### config.mk
export PLATFORM = sky130hd
export DESIGN_NAME = stopwatch_bcd
export DESIGN_NICKNAME = d
export VERILOG_FILES = /design/src/rtl/stopwatch_pkg.sv /design/src/rtl/bcd_digit_cnt.sv /design/src/rtl/stopwatch_bcd.sv
export SDC_FILE = /design/constraint.sdc
export NUM_CORES = 1
export LEC_CHECK = 0
export ABC_AREA = 0
export CORE_MARGIN = 1
export CORE_UTILIZATION = 50
export CTS_CLUSTER_SIZE = 14
export DETAILED_ROUTE_END_ITERATION = 10
export PLACE_DENSITY = 0.7
export SETUP_SLACK_MARGIN = 0.1
export SLEW_MARGIN = 20
export SYNTH_ARGS = -nofsm -noshare
export SYNTH_HDL_FRONTEND = slang
export SYNTH_SLANG_ARGS = --single-unit
export TNS_END_PERCENT = 10
### constraint.sdc
create_clock -name clk -period 3.29 [get_ports clk]
set_input_delay 0.658 -clock clk [delete_from_list [all_inputs] [get_ports clk]]
set_output_delay 0.658 -clock clk [all_outputs]
set_load 0.01 [all_outputs]
### src/rtl/stopwatch_pkg.sv
// Shared definitions for the BCD stopwatch.
// Provides the control-state encoding and the digit geometry used by the
// top level and the per-digit counters.
package stopwatch_pkg;

  localparam int unsigned DIGIT_W    = 4;
  localparam int unsigned NUM_DIGITS = 4;

  typedef enum logic [1:0] {
    ST_IDLE  = 2'd0,
    ST_RUN   = 2'd1,
    ST_PAUSE = 2'd2,
    ST_LAP   = 2'd3
  } state_t;

endpackage

### src/rtl/bcd_digit_cnt.sv
// Single BCD digit counter with rollover at MAX.
// Ports:
//   clk    - system clock
//   reset  - synchronous active-low reset
//   clr    - synchronous clear to 0 (wins over en)
//   en     - count enable
//   q      - current digit value
//   carry  - combinational: en and q == MAX (next digit should advance)
module bcd_digit_cnt
  import stopwatch_pkg::*;
#(
  parameter int unsigned MAX = 9
) (
  input  logic               clk,
  input  logic               reset,
  input  logic               clr,
  input  logic               en,
  output logic [DIGIT_W-1:0] q,
  output logic               carry
);

  localparam logic [DIGIT_W-1:0] MAX_Q = DIGIT_W'(MAX);

  always_ff @(posedge clk) begin
    if (!reset) begin
      q <= '0;
    end else if (clr) begin
      q <= '0;
    end else if (en) begin
      q <= (q == MAX_Q) ? '0 : q + 1'b1;
    end
  end

  assign carry = en && (q == MAX_Q);

endmodule

### src/rtl/stopwatch_bcd.sv
// Four-digit BCD stopwatch core (SS.hh).
// Ports:
//   clk      - system clock
//   reset    - synchronous active-low reset
//   tick     - one-cycle count enable from the clock-enable stage
//   btn_run  - debounced run/stop level
//   btn_clr  - debounced clear level
//   btn_lap  - debounced lap/split level
//   digits   - BCD display: [3:0] hundredths .. [15:12] seconds tens
//   running  - high in RUN or LAP
//   lapped   - high in LAP (display frozen on lap-hold value)
//   wrap     - one-cycle pulse when the count rolls over to 00.00
module stopwatch_bcd
  import stopwatch_pkg::*;
#(
  parameter int unsigned D3_MAX = 5
) (
  input  logic        clk,
  input  logic        reset,
  input  logic        tick,
  input  logic        btn_run,
  input  logic        btn_clr,
  input  logic        btn_lap,
  output logic [15:0] digits,
  output logic        running,
  output logic        lapped,
  output logic        wrap
);

  state_t      state, state_nxt;
  logic        run_h, clr_h, lap_h;
  logic        run_raw, clr_raw, lap_raw;
  logic        run_p, clr_p, lap_p;
  logic        capture, clr_cnt, cnt_en;
  logic [15:0] count, lap_hold;
  logic [DIGIT_W-1:0] q0, q1, q2, q3;
  logic        c0, c1, c2, c3;

  // History loads even during reset so a button held through reset
  // release does not register as a press.
  always_ff @(posedge clk) begin
    run_h <= btn_run;
    clr_h <= btn_clr;
    lap_h <= btn_lap;
  end

  assign run_raw = btn_run & ~run_h;
  assign clr_raw = btn_clr & ~clr_h;
  assign lap_raw = btn_lap & ~lap_h;

  // Only the highest-priority press acts: clr > run > lap.
  assign clr_p = clr_raw;
  assign run_p = run_raw & ~clr_raw;
  assign lap_p = lap_raw & ~clr_raw & ~run_raw;

  always_comb begin
    state_nxt = state;
    capture   = 1'b0;
    case (state)
      ST_IDLE: begin
        if (run_p) state_nxt = ST_RUN;
      end
      ST_RUN: begin
        if (clr_p)      state_nxt = ST_IDLE;
        else if (run_p) state_nxt = ST_PAUSE;
        else if (lap_p) begin
          state_nxt = ST_LAP;
          capture   = 1'b1;
        end
      end
      ST_LAP: begin
        if (clr_p)      state_nxt = ST_IDLE;
        else if (run_p) state_nxt = ST_PAUSE;
        else if (lap_p) state_nxt = ST_RUN;
      end
      ST_PAUSE: begin
        if (clr_p)      state_nxt = ST_IDLE;
        else if (run_p) state_nxt = ST_RUN;
      end
      default: state_nxt = ST_IDLE;
    endcase
  end

  // Counting follows the registered state, so a press in the same cycle as
  // a tick sees the pre-transition state. Clearing overrides the tick.
  assign cnt_en  = tick && ((state == ST_RUN) || (state == ST_LAP));
  assign clr_cnt = (state_nxt == ST_IDLE);

  always_ff @(posedge clk) begin
    if (!reset) begin
      state <= ST_IDLE;
    end else begin
      state <= state_nxt;
    end
  end

  bcd_digit_cnt #(.MAX(9)) u_d0 (
    .clk(clk), .reset(reset), .clr(clr_cnt), .en(cnt_en), .q(q0), .carry(c0)
  );
  bcd_digit_cnt #(.MAX(9)) u_d1 (
    .clk(clk), .reset(reset), .clr(clr_cnt), .en(c0), .q(q1), .carry(c1)
  );
  bcd_digit_cnt #(.MAX(9)) u_d2 (
    .clk(clk), .reset(reset), .clr(clr_cnt), .en(c1), .q(q2), .carry(c2)
  );
  bcd_digit_cnt #(.MAX(D3_MAX)) u_d3 (
    .clk(clk), .reset(reset), .clr(clr_cnt), .en(c2), .q(q3), .carry(c3)
  );

  assign count = {q3, q2, q1, q0};

  always_ff @(posedge clk) begin
    if (!reset) begin
      lap_hold <= '0;
      wrap     <= 1'b0;
    end else begin
      if (clr_cnt)      lap_hold <= '0;
      else if (capture) lap_hold <= count;
      wrap <= c3 & ~clr_cnt;
    end
  end

  // Outputs are selected purely from registered state.
  assign digits  = (state == ST_LAP) ? lap_hold : count;
  assign running = (state == ST_RUN) || (state == ST_LAP);
  assign lapped  = (state == ST_LAP);

endmodule

==> impl_metrics.toml <==
[synthesis]
synthTopCellsByArea = "dfxtp_1, mux2i_1, mux2_2"
ys_ff_latch = 38
yosys-top-cells-count = "dfxtp_1, nor2_1, mux2i_1"
synth.top_cell.area_share_pct = 41.5
ys_types = 40
yosys_most_used_dff = "dfxtp_1"
syn_area_um2 = 1830
synth_seq_area_share_pct = 41.5
async_flop_share_pct = 0
yosys_warnings = 0
synth-edff-count = 0
synth_nets = 194
synth_area_per_cell_um2 = 9.74
synth_most_common_cell = "dfxtp_1"
synth_largest_area_cell = "dfxtp_1"
synthCells = 188

[worst_setup_path]
cp-end-kind = "output port"
cp_slowest_cell = "clkdlybuf4s50_1"
cp.required_ns = 2.63
crit_top_cell = "nand2_1"
startpoint_type = "register"
criticalPathCategory = "register to output port"
path_cells = "nand2_1, inv_1, nand2_1, o21ai_0, clkdlybuf4s50_1"
cpPeakStageDelay_ns = 0.56
critPathTopFamily = "buffers and inverters"
cp.arrival_ns = 2.31
critPathMaxFanout = 17
critPathBufInv = 2
regToRegSetupSlack_ns = 1.56

[place]
place.gp.congestion = 0.721
hpwl_mm = 2.28
dp_cells = 245
port_buffers = 24
pre_cts_slack_ns = 0.675

[power_and_ir_drop]
power_leakage_nw = 0.719
max-vdd-ir-drop_v = 0.000386
p_total_mw = 0.810
p_per_area_nw_per_um2 = 382

[timing]
hold_viol_final = 0
maxSlewHeadroom_pct = 52.4
worstMarginPinSlew_ns = 0.713
fmax_mhz = 336
setup_ws_ns = 0.318
slew_viol_final = 0
fin_worst_skew_ns = 0.0120
setup_viol = 0
setup_tns_ns = 0
rsz0062_at_grt = "false"
post-route-period-util_pct = 90.3
min_period_ns = 2.97

[drt]
routed_wl_mm = 3.29
vias_per_cell = 5.23
dr.pass1.iters = 4
num_vias = 1322
ant_nets = 0
wire_per_inst_um = 13.0
dr.first_iter.drc_count = 43
drc = 0

[min_path]
hold_path_class = "register to register"

[floorplanning]
rows = 21
die_h_um = 62.5
dieArea_um2 = 3910
dieWidth_um = 62.5
core_area_um2 = 3420
initial_core_util_pct = 53.6
ioPinCount = 25

[clock_tree]
clkSinkCount = 38
cts_tree = "yes"
htreeDepth = 2
cts_post_setup_buffers_inserted = 0
clkSlewWorstSetupHoldPaths_ns = 0.11
clockBufferDepth = 2
cts_resized = 0
cts_hold_buf = 0
root_buffer = "clkbuf_4"
numCtsBuffers = 5
clk_latency_ns = 0.35

[layout]
drive_gt1_share_pct = 14.0
fin_util_pct = 62.1
finalNonFillerCells = 253
diodes = 0
syn2layout_area_growth_pct = 15.8
nets = 212

[global_routing]
grt_max_degree = 34
grt_first_pass_wirelength_mm = 5.66
antenna_found_initial = 0
grt.overflow.total = 0
grt_pass1_vias = 1271
grt_usage_pct = 18.4

[run]
maxCapViolCount = 0

[run_status]
status = "complete, no violations"
tightest hold or removal path: cells and delay by family, from the launching register on:
kind / cells / cell delay, ns
flip-flops: 1 / 0.34
multiplexers: 1 / 0.07
AND/OR/NAND/NOR: 1 / 0.07
layer usage:
layer | vias to the layer above | track usage, % | share of wire [%]
met5 | - | 0 | 0
met4 | 0 | 6.98 | 1.1
met3 | 5 | 4.93 | 3.3
met2 | 24 | 32.1 | 49
met1 | 603 | 21.3 | 47
li1 | 690 | - | -
report_power, final:
group / total (mW) / switching [mW] / leakage, nW / internal, mW
registers: 0.466 / 0.00315 / 0.307 / 0.463
logic: 0.0306 / 0.0165 / 0.367 / 0.0141
clock network: 0.313 / 0.156 / 0.0450 / 0.157
total: 0.810 / 0.175 / 0.719 / 0.634
state kept, by name, summed over array words and instances (netlist names):
name / flops
clr_h: 1
u_d0.q: 4
lap_hold: 16
u_d1.q: 4
lap_h: 1
wrap: 1
u_d3.q: 4
u_d2.q: 4
run_h: 1
state: 2
final timing paths:
check	from	endpoint	cells past startpoint
setup / recovery	state[0]$_SDFF_PN0_	digits[15]	5
hold / removal	lap_hold[4]$_SDFFE_PP0P_	lap_hold[4]$_SDFFE_PP0P_	2
setup reg to reg	state[0]$_SDFF_PN0_	u_d3.q[2]$_SDFFE_PP0N_	4
hold reg to reg	lap_hold[4]$_SDFFE_PP0P_	lap_hold[4]$_SDFFE_PP0P_	2
cell usage in the layout, fill, tap and decap left out, drive strengths merged, types with 3 or more instances in the layout:
cell type / instances
a21oi: 9
clkbuf: 5
clkdlybuf4s50: 24
dfxtp: 38
inv: 3
mux2: 15
mux2i: 18
nand2: 9
nand2b: 3
nand3: 3
nand4: 3
nor2: 28
nor2b: 6
nor3b: 3
o21ai: 5
xor2: 7
layout make-up:
class                      count  area, um2
clock buffer                   5       37.5
fill                         295       1290
sequential                    38        761
timing repair buffer          26        255
tap                           46       57.6
multi-input combinational    132        958
clock inverter                 3       40.0
inverter                       3       11.3
stage by stage:
stage / instance area, um2 / hold slack [ns]
6_report: 2120 / 0.504
5_1_grt: 2120 / 0.523
4_1_cts: 2120 / 0.502
3_5_place_dp: 2040 / 0.481
3_3_place_gp: 2040 / 0.469
2_1_floorplan: 1830 / 0.442
cell families (layout without fill, tap and decap cells):
family / Yosys count / in the layout / synth area share (%)
compound gates: 20 / 20 / 7.38
buf+inv: 18 / 37 / 6.69
mux: 33 / 33 / 19.1
simple gates: 71 / 71 / 21.5
xor+xnor: 8 / 8 / 3.83
flops: 38 / 38 / 41.5
Power figures use the tool's default switching activity.
